$ cat config.mk
export PLATFORM = sky130hd
export DESIGN_NAME = pipelined_cla_adder
export DESIGN_NICKNAME = d
export VERILOG_FILES = /design/src/rtl/pipelined_cla_adder.sv
export SDC_FILE = /design/constraint.sdc
export NUM_CORES = 1
export LEC_CHECK = 0
export ABC_AREA = 1
export ABC_CLOCK_PERIOD_IN_PS = 3400
export BUFFER_PORTS_ARGS = -buffer_cell sky130_fd_sc_hd__buf_2
export CAP_MARGIN = 15
export CORE_UTILIZATION = 55
export CTS_CLUSTER_DIAMETER = 200
export DETAILED_ROUTE_END_ITERATION = 6
export PLACE_DENSITY = 0.75
export SLEW_MARGIN = 20
export SYNTH_ARGS = -nofsm -noshare
export SYNTH_HDL_FRONTEND = slang
export SYNTH_SLANG_ARGS = --single-unit
$ cat constraint.sdc
create_clock -name clk_i -period 3.4 [get_ports clk_i]
set_input_delay 0.68 -clock clk_i [delete_from_list [all_inputs] [get_ports clk_i]]
set_output_delay 0.68 -clock clk_i [all_outputs]
set_load 0.1 [all_outputs]
$ cat src/rtl/pipelined_cla_adder.sv
// Pipelined carry-look-ahead adder/subtractor: WIDTH bits resolved SEG bits per stage,
// with an elastic valid/ready pipeline and signed-overflow detection on the output register.
module pipelined_cla_adder #(
    parameter int WIDTH  = 32,
    parameter int STAGES = 4
) (
    input  logic             clk_i,
    input  logic             rst_ni,
    input  logic             valid_i,
    output logic             ready_o,
    input  logic [WIDTH-1:0] a_i,
    input  logic [WIDTH-1:0] b_i,
    input  logic             cin_i,
    input  logic             sub_i,
    output logic             valid_o,
    input  logic             ready_i,
    output logic [WIDTH-1:0] sum_o,
    output logic             cout_o,
    output logic             ovf_o
);
    localparam int SEG  = WIDTH / STAGES;
    localparam int NGRP = SEG / 4;

    logic [STAGES-1:0] valid_q, valid_d, adv, load;
    logic [WIDTH-1:0]  bEff;
    logic              c0;
    logic              accept;

    // One segment: 4-bit CLA groups whose carries-in come from group-level look-ahead.
    function automatic logic [SEG:0] claSeg(input logic [SEG-1:0] a,
                                            input logic [SEG-1:0] b,
                                            input logic           cin);
        logic [SEG-1:0]  g, p, s;
        logic [NGRP-1:0] gg, gp;
        logic [NGRP:0]   gc;
        logic [3:0]      c;
        logic            acc, pp;
        int              base;
        g  = a & b;
        p  = a ^ b;
        s  = '0;
        for (int j = 0; j < NGRP; j++) begin
            base  = 4 * j;
            gg[j] = g[base+3] | (p[base+3] & g[base+2]) | (p[base+3] & p[base+2] & g[base+1])
                  | (p[base+3] & p[base+2] & p[base+1] & g[base]);
            gp[j] = &p[base +: 4];
        end
        gc[0] = cin;
        for (int j = 0; j < NGRP; j++) begin
            acc = gg[j];
            pp  = gp[j];
            for (int i = j - 1; i >= 0; i--) begin
                acc = acc | (pp & gg[i]);
                pp  = pp & gp[i];
            end
            gc[j+1] = acc | (pp & cin);
        end
        for (int j = 0; j < NGRP; j++) begin
            base = 4 * j;
            c[0] = gc[j];
            c[1] = g[base] | (p[base] & c[0]);
            c[2] = g[base+1] | (p[base+1] & g[base]) | (p[base+1] & p[base] & c[0]);
            c[3] = g[base+2] | (p[base+2] & g[base+1]) | (p[base+2] & p[base+1] & g[base])
                 | (p[base+2] & p[base+1] & p[base] & c[0]);
            s[base +: 4] = p[base +: 4] ^ c;
        end
        return {gc[NGRP], s};
    endfunction

    assign bEff = sub_i ? ~b_i : b_i;
    assign c0   = sub_i | cin_i;

    // Drain decisions ripple back from the output so a full pipe can accept while draining.
    always_comb begin
        adv           = '0;
        adv[STAGES-1] = valid_q[STAGES-1] && ready_i;
        for (int k = STAGES - 2; k >= 0; k--) begin
            adv[k] = valid_q[k] && (!valid_q[k+1] || adv[k+1]);
        end
    end

    assign ready_o = (!valid_q[0] || adv[0]) && rst_ni;
    assign accept  = valid_i && ready_o;

    always_comb begin
        load    = '0;
        valid_d = valid_q;
        load[0] = accept;
        for (int k = 1; k < STAGES; k++) begin
            load[k] = adv[k-1];
        end
        for (int k = 0; k < STAGES; k++) begin
            valid_d[k] = load[k] | (valid_q[k] & ~adv[k]);
        end
    end

    always_ff @(posedge clk_i or negedge rst_ni) begin
        if (!rst_ni) begin
            valid_q <= '0;
        end else begin
            valid_q <= valid_d;
        end
    end

    assign valid_o = valid_q[STAGES-1];

    for (genvar k = 0; k < STAGES; k++) begin : gStage
        localparam int REM = WIDTH - (k + 1) * SEG;

        logic [WIDTH-k*SEG-1:0] opA, opB;
        logic                   segCin;
        logic [SEG:0]           segRes;
        logic [(k+1)*SEG-1:0]   sum_d, sum_q;
        logic                   carry_q;

        // opA/opB hold the operand bits not yet resolved, current segment at the bottom.
        if (k == 0) begin : gIn
            assign opA    = a_i;
            assign opB    = bEff;
            assign segCin = c0;
            assign sum_d  = segRes[SEG-1:0];
        end else begin : gIn
            assign opA    = gStage[k-1].gRem.aRem_q;
            assign opB    = gStage[k-1].gRem.bRem_q;
            assign segCin = gStage[k-1].carry_q;
            assign sum_d  = {segRes[SEG-1:0], gStage[k-1].sum_q};
        end

        assign segRes = claSeg(opA[SEG-1:0], opB[SEG-1:0], segCin);

        always_ff @(posedge clk_i or negedge rst_ni) begin
            if (!rst_ni) begin
                sum_q   <= '0;
                carry_q <= 1'b0;
            end else if (load[k]) begin
                sum_q   <= sum_d;
                carry_q <= segRes[SEG];
            end
        end

        if (k < STAGES - 1) begin : gRem
            logic [REM-1:0] aRem_q, bRem_q;

            always_ff @(posedge clk_i or negedge rst_ni) begin
                if (!rst_ni) begin
                    aRem_q <= '0;
                    bRem_q <= '0;
                end else if (load[k]) begin
                    aRem_q <= opA[WIDTH-k*SEG-1:SEG];
                    bRem_q <= opB[WIDTH-k*SEG-1:SEG];
                end
            end
        end else begin : gOut
            logic ovf_d, ovf_q;

            // The last segment still holds A[MSB] and B'[MSB], so overflow is decided here.
            assign ovf_d = (opA[SEG-1] == opB[SEG-1]) && (segRes[SEG-1] != opA[SEG-1]);

            always_ff @(posedge clk_i or negedge rst_ni) begin
                if (!rst_ni) begin
                    ovf_q <= 1'b0;
                end else if (load[k]) begin
                    ovf_q <= ovf_d;
                end
            end

            assign sum_o  = sum_q;
            assign cout_o = carry_q;
            assign ovf_o  = ovf_q;
        end
    end

endmodule

# Word-level counts from Yosys, hierarchy flattened
# Cells that the tools add are included.
[classes]
n_eq_ne = 2
muxes = 1
bitwise_logic = 242
n_reduce_logical = 23
[op_table]
columns = ["cell", "count"]
rows = [
  ["$and 1x1->1", 132],
  ["$or 1x1->1", 89],
  ["$and 8x8->8", 4],
  ["$mux 32", 1],
  ["$not 32->32", 1],
  ["$reduce_and 4->1", 8],
  ["$xor 4x4->4", 8],
  ["$xor 8x8->8", 4],
  ["$logic_and 1x1->1", 7],
  ["$logic_not 1->1", 4],
  ["$logic_or 1x1->1", 4],
  ["$not 1->1", 4],
  ["$eq 1x1->1", 1],
  ["$ne 1x1->1", 1],
]
[totals]
regBits = 185
input_bits = 70
out_inout_bits = 36
wordCells = 284

# Longest topological paths before layout
# Gate-level depths: netlist (run 1).
[depth]
word_depth = 11
ltp_mapped = 14
depth_no_buf = 12

# Worst setup path after synthesis (run 1)
# No wires, ideal clock.
[synth_path]
path_type = "in2reg"
start = "input sub_i"
end = "register gStage[0].sum_q[5]"
setup_ns = 0.083
t_arrival_ns = 2.655
t_required_ns = 3.317
slack_ns = 0.662
stages = 13
n_path_buf = 2
cell_sequence = "buf_2 -> buf_2 -> xnor2_1 -> inv_1 -> ha_1 -> nand2_1 -> nor2_1 -> nand2_1 -> nand3_1 -> inv_1 -> fa_1 -> xor2_1 -> o21ai_0"
[synth_between]
elab_chain_len = 10
word_cells_on_any_way = 18
classes_between = "1 x mux; 16 x bitwise; 1 x reduce/logical"
[synth_rtl]
columns = ["element", "line_no", "text"]
rows = [
  ["start, declared", "14", "input logic sub_i,"],
  ["$mux 32", "70", "assign bEff = sub_i ? ~b_i : b_i;"],
  ["$xor 8x8->8 or $and 8x8->8 (tied branches)", "40, 39", ""],
  ["$and 1x1->1 (on tied branches)", "44, 45", ""],
  ["$or 1x1->1 (tied with other cells)", "44", "gg[j] = g[base+3] | (p[base+3] & g[base+2]) | (p[base+3] & p[base+2] & g[base+1])"],
  ["$or 1x1->1 or $and 1x1->1 (tied branches)", "44, 45", ""],
  ["$or 1x1->1", "45", "| (p[base+3] & p[base+2] & p[base+1] & g[base]);"],
  ["$or 1x1->1", "56", "gc[j+1] = acc | (pp & cin);"],
  ["$and 1x1->1", "61", "c[1] = g[base] | (p[base] & c[0]);"],
  ["$or 1x1->1", "61", ""],
  ["$xor 4x4->4 *", "65", "s[base +: 4] = p[base +: 4] ^ c;"],
  ["end signal, assigned", "136", "sum_q <= sum_d;"],
  ["end, declared", "113", "logic [(k+1)*SEG-1:0] sum_d, sum_q;"],
]
# Every way passes the cells marked *; elsewhere a longest branch is shown, timed or not.
# A chain may end at the register's enable or synchronous reset.

# Final worst setup path (run 1)
# Ends and elaborated chain as after synthesis.

==> impl_metrics.env, run 1 <==
export IMPL_cts_tree="built"
export IMPL_chipWidth_um=128
export IMPL_family_with_the_most_delay_on_the_worst_path="adder cells"
export IMPL_synth_largest_area_cell="sky130_fd_sc_hd__dfrtp_1"
export IMPL_clk_root_buffer_cell="sky130_fd_sc_hd__clkbuf_16"
export IMPL_area_taken_by_flip_flops_and_latches_mm2=0.00463
export IMPL_max_stage_delay_ns=0.40
export IMPL_cp_arrival_ns=2.62
export IMPL_synth_top_cells_by_area="sky130_fd_sc_hd__dfrtp_1 53%, sky130_fd_sc_hd__nand2_1 19%, sky130_fd_sc_hd__ha_1 4.6%"
export IMPL_area_delta_synth_final_pct=14.5
export IMPL_reg2reg_setup_slack_ns=1.32
export IMPL_post_cts_setup_buffers=0
export IMPL_die_area_mm2=0.0163
export IMPL_num_io_pins=106
export IMPL_ys_warn_count=0
export IMPL_power_per_cell_area_mw_per_mm2=828
export IMPL_crit_slowest_cell="sky130_fd_sc_hd__fa_1"
export IMPL_floorplan_die_height_um=128
export IMPL_critical_path_required_ns=3.75
export IMPL_critical_path_reg2reg_endpoint="gStage[0].gRem.aRem_q[12]"
export IMPL_async_flop_share_pct=100
export IMPL_relative_slew_slack_pct=35.7
export IMPL_area_occupied_by_multi_input_gates_mm2=0.00356
export IMPL_grt_pass1_wl_um=29200
export IMPL_cp_num_cells=12
export IMPL_proportion_of_layout_cells_with_a_drive_suffix_above_1_pct=13.4
export IMPL_setup_slack_ns=1.14
export IMPL_peakVddDrop_mv=0.533
export IMPL_placement_io_buffers=105
export IMPL_setup_worst_path_start_class="input port"
export IMPL_rsz0062_at_grt="no"
export IMPL_placement_setup_worst_slack_ns=0.709
export IMPL_finalMaxSlewViolations=0
export IMPL_path_cells="buf_2 > xnor2_1 > inv_1 > ha_1 > nand2_1 > nor2_1 > nand2_1 > nand3_1 > inv_1 > fa_1 > xor2_1 > o21ai_0"
export IMPL_synthFlopType="sky130_fd_sc_hd__dfrtp_1"
export IMPL_floorplan_rows=45
export IMPL_path_buf_inv=3
export IMPL_synth_top_area_share_pct=53.4
export IMPL_synth_common_cells="436 x sky130_fd_sc_hd__nand2_1, 185 x sky130_fd_sc_hd__dfrtp_1, 79 x sky130_fd_sc_hd__o21ai_0"
export IMPL_diodes=0
export IMPL_globalRouteOverflowTotal=0
export IMPL_crit_fanout=7
export IMPL_final_instance_count_excl_fill=1326
export IMPL_hold_path_class="input port to asynchronous set/reset pin"
export IMPL_setup_tns_ns=0
export IMPL_final_period_utilization_pct=66.5
export IMPL_detail_route_iter0_violations=561
export IMPL_grt_antenna_before_repair=0
export IMPL_cts_buffers_inserted=17
export IMPL_clock_skew_ns=0.00696
export IMPL_route_antenna_remaining_nets=0
export IMPL_outcome="completed"
export IMPL_worst_slew_pin_slew_ns=0.965
export IMPL_core_area_mm2=0.0153
export IMPL_cts_hold_buf=0
export IMPL_post_route_drc_count=0
export IMPL_edff_count_synth=0
export IMPL_clkSlewWorstSetupHoldPaths_ns=0.06
export IMPL_routed_wl_um=16800
export IMPL_largest_net_degree_at_the_start_of_global_routing=186
export IMPL_synth_seq_area_share_pct=53.4
export IMPL_report_final_setup_viol=0
export IMPL_clock_latency_ns=0.43
export IMPL_p_leak_nw=5.38
export IMPL_num_vias=6476
export IMPL_postSynthNetCount=1123
export IMPL_postSynthCellCount=1013
export IMPL_global_route_usage_total_pct=22.7
export IMPL_yosys_register_bits=185
export IMPL_h_tree_lvl_count=4
export IMPL_layout_min_cycle_time_ns=2.26
export IMPL_avgRoutedWirePerCell_um=12.6
export IMPL_crit_path_end_kind="register"
export IMPL_hpwlAfterDp_um=11400
export IMPL_n_fill_cell=1309
export IMPL_finalHoldViolations=0
export IMPL_synthesized_area_divided_by_synthesized_cell_count_um2=8.56
export IMPL_worst_r2r_startpoint="valid_q[2]"
export IMPL_gp_congestion=0.853
export IMPL_cts_buffer_depth=2
export IMPL_via_count_of_the_first_global_routing_pass=6103
export IMPL_drv_cap=0
export IMPL_reg2reg_depth=6
export IMPL_worstSetupPathType="input port to register"
export IMPL_cts_sinks=185
export IMPL_synth_cell_area_mm2=0.00867
export IMPL_post_drt_via_cell_ratio=4.88
export IMPL_finish_net_count=1215
export IMPL_detail_route_first_pass_iterations=5
export IMPL_cts_resized=0
export IMPL_synth_cell_type_count=30
export IMPL_floorplan_initialDensity_pct=56.6
export IMPL_fmax_mhz=442
export IMPL_place_inst=1297
export IMPL_yosysMostFrequentCell="sky130_fd_sc_hd__nand2_1"
[sequential cells by signal, summed over array words and instances (netlist names)]
| register | flops |
|---|---|
| gStage.sum_q | 48 |
| gStage.gRem.bRem_q | 48 |
| gStage.gRem.aRem_q | 48 |
| gStage.carry_q | 3 |
| ovf_o | 1 |
| valid_q | 4 |
| sum_o | 32 |
| cout_o | 1 |
[layer usage]
metal	vias up	track usage [%]	wire length (um)
met1	2941	34.2	8780
met4	0	6.65	149
met3	11	5.74	803
li1	3373	-	-
met2	151	32.4	7030
met5	-	0	0
[layout by cell type (no fill, tap or decap), drive strengths merged]
cell type / instances
fa: 8
a21o: 2
a21oi: 14
xor2: 11
a31oi: 5
clkbuf: 22
dfrtp: 185
and2: 3
and3: 3
nor2: 26
clkinv: 4
o21ai: 90
or2: 1
nand4: 6
xnor2: 31
a211oi: 1
o22ai: 1
buf: 113
ha: 32
nand2: 437
nand3: 43
bufinv: 2
inv: 75
[worst max path at each step]
| stage | slack [ns] | start | endpoint |
|---|---|---|---|
| 2_1_floorplan | 0.66 | sub_i | gStage[0].sum_q[5] |
| 3_5_place_dp | 0.71 | sub_i | gStage[0].sum_q[5] |
| 3_3_place_gp | 0.77 | sub_i | gStage[0].sum_q[5] |
| 4_1_cts | 1.16 | sub_i | gStage[0].sum_q[5] |
| 5_1_grt | 0.94 | sub_i | gStage[0].sum_q[5] |
| 6_report | 1.14 | sub_i | gStage[0].sum_q[5] |
[stage by stage]
| stage | instance area (um^2) | power [mW] | util, % | hold WS (ns) |
|---|---|---|---|---|
| after floorplan | 8670 | 5.66 | - | 0.384 |
| after global placement | 9350 | 6.24 | 61.1 | 0.451 |
| after detailed placement | 9350 | 6.30 | 61.1 | 0.453 |
| after CTS | 9930 | 8.27 | 64.8 | 0.426 |
| after global routing | 9930 | 8.73 | 64.8 | 0.444 |
| final | 9930 | 8.22 | 64.8 | 0.425 |
[logic make-up (layout without fill, tap and decap cells)]
kind of cell             count (synthesis)  in the layout  synth area share, %
adder cells (fa/ha/maj)                 40             40                 6.47
flip-flops                             185            185                 53.4
XOR/XNOR                                42             42                 4.24
AO/OA/AOI/OAI                          113            113                 6.70
buffers and inverters                  114            216                 5.53
AND/OR/NAND/NOR                        519            519                 23.7
[layout make-up]
| class | instances | area share (%) |
|---|---|---|
| multi-input cells | 714 | 35.9 |
| inverters | 74 | 2.80 |
| flip-flops and latches | 185 | 46.6 |
| clock inverters | 7 | 0.932 |
| well taps | 211 | 2.66 |
| repair buffers | 113 | 6.24 |
| clock buffers | 22 | 4.88 |
[where the power goes]
| group | switching [mW] | internal, mW |
|---|---|---|
| clock | 0.794 | 1.15 |
| sequential | 0.367 | 2.83 |
| combinational | 2.35 | 0.737 |
Note: power is estimated with default switching activity, not from simulation.
==> run 2: changes to the inputs <==
- ABC_AREA: 1 -> 0
- ABC_CLOCK_PERIOD_IN_PS: 3400 -> 2200
- clock period: 3.4 -> 2.2 ns (I/O delays scaled with it)
==> run 2 against run 1 <==
  * The run now ends with design-rule violations left
  * Via count fell by 19%
  * Clock-buffer cell count fell by 2
  * Area after synthesis fell by 4.0%
  * Clock skew barely moved
  * Utilization rose by 2.5 points
  * Final cell count fell by 28%
  * Synthesized cell count fell by 37%
  * Critical path depth fell by 5
==> impl_metrics.env, run 2 <==
export IMPL_via_count_of_the_first_global_routing_pass=5643
export IMPL_report_final_setup_viol=0
export IMPL_cts_buffer_depth=2
export IMPL_cp_num_cells=7
export IMPL_cts_tree="built"
export IMPL_synth_cell_area_mm2=0.00833
export IMPL_num_io_pins=106
export IMPL_critical_path_required_ns=2.52
export IMPL_power_per_cell_area_mw_per_mm2=1380
export IMPL_total_power_mw=13.6
export IMPL_gp_congestion=0.806
export IMPL_area_delta_synth_final_pct=18.4
export IMPL_worst_r2r_startpoint="gStage[2].gRem.aRem_q[0]"
export IMPL_crit_path_end_kind="register"
export IMPL_postSynthCellCount=643
export IMPL_design_area_mm2=0.00986
export IMPL_chipWidth_um=125
export IMPL_h_tree_lvl_count=4
export IMPL_core_area_mm2=0.0146
export IMPL_family_with_the_most_delay_on_the_worst_path="adder cells"
export IMPL_detail_route_first_pass_iterations=7
export IMPL_mostFrequentLayoutCell="sky130_fd_sc_hd__dfrtp_1"
export IMPL_cts_sinks=185
export IMPL_fmax_mhz=471
export IMPL_finalHoldViolations=0
export IMPL_crit_fanout=3
export IMPL_route_antenna_remaining_nets=0
export IMPL_num_vias=5227
export IMPL_synth_seq_area_share_pct=55.6
export IMPL_hold_path_class="input port to register"
export IMPL_avgRoutedWirePerCell_um=16.5
export IMPL_synth_top_area_share_pct=55.6
export IMPL_setup_slack_ns=0.0772
export IMPL_synthFlopType="sky130_fd_sc_hd__dfrtp_1"
export IMPL_p_leak_nw=4.66
export IMPL_post_route_drc_count=14
export IMPL_clock_skew_ns=0.00689
export IMPL_finish_net_count=873
export IMPL_sink_of_the_worst_hold_path="gStage[0].gRem.aRem_q[12]"
export IMPL_worstSetupPathType="register to register"
export IMPL_peakVddDrop_mv=1.01
export IMPL_detail_route_iter0_violations=280
export IMPL_synth_cell_type_count=45
export IMPL_yosysMostFrequentCell="sky130_fd_sc_hd__dfrtp_1"
export IMPL_layout_cells_most_common_list="185 x sky130_fd_sc_hd__dfrtp_1, 103 x sky130_fd_sc_hd__buf_2, 86 x sky130_fd_sc_hd__mux2_2"
export IMPL_final_period_utilization_pct=96.5
export IMPL_placement_setup_worst_slack_ns=-0.143
export IMPL_yosys_register_bits=185
export IMPL_diodes=0
export IMPL_reg2reg_depth=7
export IMPL_cts_buffers_inserted=17
export IMPL_clkSlewWorstSetupHoldPaths_ns=0.07
export IMPL_synth_common_cells="185 x sky130_fd_sc_hd__dfrtp_1, 86 x sky130_fd_sc_hd__mux2_2, 62 x sky130_fd_sc_hd__nand2_1"
export IMPL_floorplan_rows=44
export IMPL_placement_io_buffers=105
export IMPL_reg2reg_setup_slack_ns=0.08
export IMPL_routed_wl_um=15900
export IMPL_layout_min_cycle_time_ns=2.12
export IMPL_floorplan_die_height_um=125
export IMPL_async_flop_share_pct=100
export IMPL_die_area_mm2=0.0156
export IMPL_reg_largest_list="gStage.gRem.aRem_q: 48 flops, gStage.gRem.bRem_q: 48 flops, gStage.sum_q: 48 flops"
export IMPL_postPlaceCellArea_mm2=0.00923
export IMPL_synth_top_cells_by_area="sky130_fd_sc_hd__dfrtp_1 56%, sky130_fd_sc_hd__mux2_2 12%, sky130_fd_sc_hd__mux2_1 5.0%"
export IMPL_synth_largest_area_cell="sky130_fd_sc_hd__dfrtp_1"
export IMPL_ys_warn_count=0
export IMPL_crit_slowest_cell="sky130_fd_sc_hd__fa_1"
export IMPL_postLayoutCoreUtil_pct=67.3
export IMPL_holdCritStartpoint="a_i[20]"
export IMPL_holdWs_ns=0.217
export IMPL_postSynthNetCount=753
export IMPL_outcome="finished with violations"
export IMPL_grt_pass1_wl_um=27000
export IMPL_clk_root_buffer_cell="sky130_fd_sc_hd__clkbuf_16"
export IMPL_cp_arrival_ns=2.44
export IMPL_floorplan_initialDensity_pct=56.9
export IMPL_worstHoldPathCells=2
export IMPL_grt_antenna_before_repair=0
export IMPL_path_buf_inv=0
export IMPL_rsz0062_at_grt="no"
export IMPL_proportion_of_layout_cells_with_a_drive_suffix_above_1_pct=34.0
export IMPL_path_cells="ha_1 > a211oi_2 > nor2_2 > o21ai_0 > nand2b_1 > fa_1 > mux2_2"
export IMPL_edff_count_synth=0
export IMPL_drv_cap=0
export IMPL_critical_path_reg2reg_endpoint="sum_o[28]"
export IMPL_failing_checks="design-rule violations"
export IMPL_globalRouteOverflowTotal=0
export IMPL_global_route_usage_total_pct=22.2
export IMPL_relative_slew_slack_pct=39.0
export IMPL_worst_slew_pin_slew_ns=0.915
export IMPL_post_drt_via_cell_ratio=5.44
export IMPL_clock_latency_ns=0.43
export IMPL_hpwlAfterDp_um=10800
export IMPL_largest_net_degree_at_the_start_of_global_routing=174
export IMPL_setup_worst_path_start_class="register"
export IMPL_synthesized_area_divided_by_synthesized_cell_count_um2=12.9
export IMPL_max_stage_delay_ns=0.44
export IMPL_finalMaxSlewViolations=0
run 2: changes by cell type in the layout (fill, tap and decap cells not counted), moves of 13 or more:
cell                      before  now
sky130_fd_sc_hd__o21ai_1      11   31
sky130_fd_sc_hd__nor2_1       25    9
sky130_fd_sc_hd__mux2_2        0   86
sky130_fd_sc_hd__inv_1        71   16
sky130_fd_sc_hd__mux2_1        0   37
sky130_fd_sc_hd__o21ai_0      79   29
sky130_fd_sc_hd__nand3_1      43    2
sky130_fd_sc_hd__xor2_1       11   24
sky130_fd_sc_hd__nand2_1     435   59
run 2: stage by stage:
stage | cells | TNS [ns]
after global placement | 926 | -0.117
after CTS | 959 | 0
after global routing | 960 | 0
after floorplan | 643 | -0.263
after detailed placement | 926 | -0.333
final | 960 | 0
run 2: routing by layer:
layer / global-route usage [%] / part of all wire (%) / vias up
li1: - / - / 2476
met1: 27.7 / 43 / 2616
met2: 38.0 / 51 / 106
met3: 5.18 / 4.2 / 29
met4: 7.68 / 1.7 / 0
met5: 0 / 0 / -
run 2: power breakdown:
group | total, mW | leakage, nW | switching [mW] | internal [mW]
registers | 5.10 | 2.26 | 0.629 | 4.48
clock network | 2.98 | 0.276 | 1.32 | 1.66
logic | 5.48 | 2.12 | 3.71 | 1.77
total | 13.6 | 4.66 | 5.66 | 7.90
run 2: worst register-to-register path: stages, from the launching register on:
cell                       delay (ns)
sky130_fd_sc_hd__dfrtp_1         0.40
sky130_fd_sc_hd__ha_1            0.33
sky130_fd_sc_hd__a211oi_2        0.25
sky130_fd_sc_hd__nor2_2          0.07
sky130_fd_sc_hd__o21ai_0         0.15
sky130_fd_sc_hd__nand2b_1        0.09
sky130_fd_sc_hd__fa_1            0.44
sky130_fd_sc_hd__mux2_2          0.27
run 2: layout make-up:
type                            count  area, um^2
Fill cell                        1064        4780
Multi-Input combinational cell    414        3540
Sequential cell                   185        4630
Clock buffer                       20         467
Clock inverter                     12         114
Timing Repair Buffer              129         820
Inverter                           16        60.1
Tap cell                          184         230
run 2: what timing repair did:
| action | CTS | global route |
|---|---|---|
| gates resized for setup | 2 | 7 |
| hold buffers | 1 | 0 |
| endpoints found under the hold margin | 12 | 0 |
| cloned | 0 | 0 |
| setup endpoints to repair | 2 | 6 |
| setup buffers | 0 | 1 |
| pin swaps | 1 | 3 |
run 2: cell families (layout without fill, tap and decap cells):
family / count (synthesis) / in the layout / synth area share [%]
adders and majority gates: 40 / 40 / 6.73
and+or+nand+nor: 93 / 93 / 4.84
AOI/OAI and AO/OA: 105 / 105 / 8.06
buffers and inverters: 44 / 177 / 2.55
xor gates and xnor gates: 53 / 53 / 5.58
muxes: 123 / 123 / 16.6
DFF: 185 / 185 / 55.6
run 2: how the worst max path moves through the flow:
stage | end | slack, ns | start
floorplan | gStage[0].sum_q[4] | -0.13 | sub_i
global placement | gStage[0].sum_q[4] | -0.07 | sub_i
detailed placement | gStage[0].sum_q[4] | -0.14 | sub_i
CTS | gStage[2].sum_q[20] | 0.005 | gStage[1].gRem.aRem_q[0]
global route | gStage[2].sum_q[20] | 0.005 | gStage[1].gRem.aRem_q[0]
finish | sum_o[28] | 0.08 | gStage[2].gRem.aRem_q[0]
==> run 3: changes to the inputs <==
- ABC_CLOCK_PERIOD_IN_PS: 2200 -> 1900
- CORE_UTILIZATION: 55 -> 52
- clock period: 2.2 -> 1.9 ns (I/O delays scaled with it)
==> run 3 against run 2 <==
  * The flow finishes with violations (negative setup slack)
  * Utilization increased by 0.79 points
  * Die area increased by 5.7%
  * Non-clock buffer count increased by 32
  * Sequential cell count unchanged
  * Clock skew increased by 0.0029 ns
  * Highest routed layer unchanged
  * Sequential share of layout area decreased by 2.9 points
  * Combinational power increased by 32%
  * Register-to-register slack got worse by 0.28 ns
  * Clock power increased by 23%
  * Critical endpoint is now gStage[1].sum_q[12]
  * First-iteration DRC count decreased by 30%
  * Design area increased by 6.6%
  * Fmax increased by 0.89%
==> impl_metrics.env, run 3 (synthesis results as in run 2) <==
export IMPL_floorplan_die_height_um=129
export IMPL_finalHoldViolations=0
export IMPL_worstSetupPathType="register to register"
export IMPL_final_period_utilization_pct=111
export IMPL_place_inst=972
export IMPL_floorplan_initialDensity_pct=54.0
export IMPL_area_delta_synth_final_pct=26.2
export IMPL_report_final_setup_viol=9
export IMPL_critical_path_required_ns=2.22
export IMPL_gp_congestion=0.823
export IMPL_routed_wl_um=16800
export IMPL_postLayoutCoreUtil_pct=68.1
export IMPL_placement_io_buffers=105
export IMPL_total_power_mw=16.9
export IMPL_route_antenna_remaining_nets=0
export IMPL_p_leak_nw=4.89
export IMPL_postPlaceCellArea_mm2=0.00943
export IMPL_mostFrequentLayoutCell="sky130_fd_sc_hd__dfrtp_1"
export IMPL_largest_net_degree_at_the_start_of_global_routing=163
export IMPL_proportion_of_layout_cells_with_a_drive_suffix_above_1_pct=41.7
export IMPL_core_area_mm2=0.0154
export IMPL_layout_min_cycle_time_ns=2.10
export IMPL_relative_slew_slack_pct=44.5
export IMPL_finalMaxSlewViolations=0
export IMPL_num_io_pins=106
export IMPL_worst_slew_pin_slew_ns=0.832
export IMPL_fmax_mhz=475
export IMPL_clock_latency_ns=0.44
export IMPL_detail_route_first_pass_iterations=4
export IMPL_outcome="finished with violations"
export IMPL_chipWidth_um=129
export IMPL_layout_cells_most_common_list="184 x sky130_fd_sc_hd__dfrtp_1, 102 x sky130_fd_sc_hd__buf_2, 84 x sky130_fd_sc_hd__mux2_2"
export IMPL_clock_skew_ns=0.00978
export IMPL_power_switching_mw=6.92
export IMPL_die_area_mm2=0.0165
export IMPL_reg_largest_list="gStage.gRem.aRem_q: 48 flops, gStage.gRem.bRem_q: 48 flops, gStage.sum_q: 48 flops"
export IMPL_cts_buffers_inserted=17
export IMPL_post_drt_via_cell_ratio=5.17
export IMPL_via_count_of_the_first_global_routing_pass=5729
export IMPL_clkSlewWorstSetupHoldPaths_ns=0.07
export IMPL_floorplan_rows=45
export IMPL_crit_fanout=2
export IMPL_setup_slack_ns=-0.204
export IMPL_power_share_switching_pct=41.0
export IMPL_crit_path_end_kind="register"
export IMPL_h_tree_lvl_count=4
export IMPL_cp_arrival_ns=2.42
export IMPL_num_vias=5271
export IMPL_failing_checks="negative setup slack"
export IMPL_avgRoutedWirePerCell_um=16.4
export IMPL_detail_route_iter0_violations=196
export IMPL_final_instance_count_excl_fill=1020
export IMPL_cts_tree="built"
export IMPL_post_route_drc_count=0
export IMPL_finish_net_count=905
export IMPL_clk_root_buffer_cell="sky130_fd_sc_hd__clkbuf_16"
export IMPL_rsz0062_at_grt="yes"
export IMPL_cts_sinks=185
export IMPL_design_area_mm2=0.0105
export IMPL_seqPwrFrac_pct=35.4
export IMPL_global_route_usage_total_pct=22.1
export IMPL_peakVddDrop_mv=1.05
export IMPL_setup_worst_path_start_class="register"
export IMPL_drv_cap=0
export IMPL_grt_antenna_before_repair=1
export IMPL_cts_buffer_depth=2
export IMPL_hold_path_class="input port to register"
export IMPL_hpwlAfterDp_um=11100
export IMPL_power_per_cell_area_mw_per_mm2=1610
export IMPL_pwr_share_clk_pct=21.7
export IMPL_globalRouteOverflowTotal=0
export IMPL_grt_pass1_wl_um=27800
export IMPL_internal_cell_power_mw=9.95
export IMPL_p_comb_share_pct=42.9
[run 3: cell count changes in the layout (fill, tap and decap cells not counted), sizes merged]
cell / change
inv: -2
clkinvlp: -2
clkinv: +3
bufinv: +2
diode: +1
buf: +32
clkbuf: -1
[run 3: final timing paths]
kind	slack, ns	depth (start not counted)	startpoint	endpoint
max	-0.20	7	gStage[0].gRem.aRem_q[0]	gStage[1].sum_q[12]
min	0.15	2	a_i[12]	gStage[0].gRem.aRem_q[4]
max reg2reg	-0.20	7	gStage[0].gRem.aRem_q[0]	gStage[1].sum_q[12]
min reg2reg	0.48	2	sum_o[26]	sum_o[26]
max in group asynchronous	0.51	3	rst_ni	valid_q[3]
min in group asynchronous	0.58	3	rst_ni	gStage[2].sum_q[8]
[run 3: worst max-delay path: stages, from the launching register on]
cell	delay [ns]
sky130_fd_sc_hd__dfrtp_1	0.42
sky130_fd_sc_hd__ha_4	0.27
sky130_fd_sc_hd__a211oi_4	0.24
sky130_fd_sc_hd__nor2_2	0.08
sky130_fd_sc_hd__o21ai_2	0.16
sky130_fd_sc_hd__nand2b_1	0.09
sky130_fd_sc_hd__fa_2	0.43
sky130_fd_sc_hd__mux2_4	0.29
[run 3: metrics by stage]
| stage | TNS (ns) | worst slack, ns | hold slack [ns] |
|---|---|---|---|
| floorplan | -1.14 | -0.354 | 0.0844 |
| finish | -0.577 | -0.204 | 0.148 |
| global placement | -1.65 | -0.300 | 0.457 |
| global route | -1.39 | -0.249 | 0.142 |
| CTS | -0.602 | -0.184 | 0.134 |
| detailed placement | -2.63 | -0.380 | 0.464 |
[run 3: timing repair]
item / in CTS / in global routing
pin swaps: 13 / 25
resized for setup: 23 / 38
hold buffers: 1 / 0
setup endpoints to repair: 12 / 19
buffers inserted: 12 / 5
endpoints found under the hold margin: 1 / 0
[run 3: cell type report]
type                            instances  area [um^2]
Clock buffer                           19          443
Timing Repair Buffer                  161         1060
Antenna cell                            1         2.50
Clock inverter                         13          170
Inverter                               16         60.1
Sequential cell                       185         4630
Tap cell                              211          264
Multi-Input combinational cell        414         3870
Fill cell                            1105         4920
[run 3: power by group through the flow]
| stage | sequential, mW | combinational [mW] | clock, mW |
|---|---|---|---|
| 2_1_floorplan | 8.27 | 2.62 | 0 |
| 3_3_place_gp | 5.89 | 6.25 | 0 |
| 3_5_place_dp | 5.97 | 6.46 | 0 |
| 4_1_cts | 5.93 | 6.74 | 3.71 |
| 5_1_grt | 6.12 | 7.73 | 3.88 |
| 6_report | 5.97 | 7.24 | 3.66 |
[run 3: routing by layer]
layer | GRT usage (%) | wire [um]
met5 | 0 | 0
met4 | 7.82 | 214
met3 | 4.78 | 549
met2 | 37.5 | 8650
met1 | 28.1 | 7340
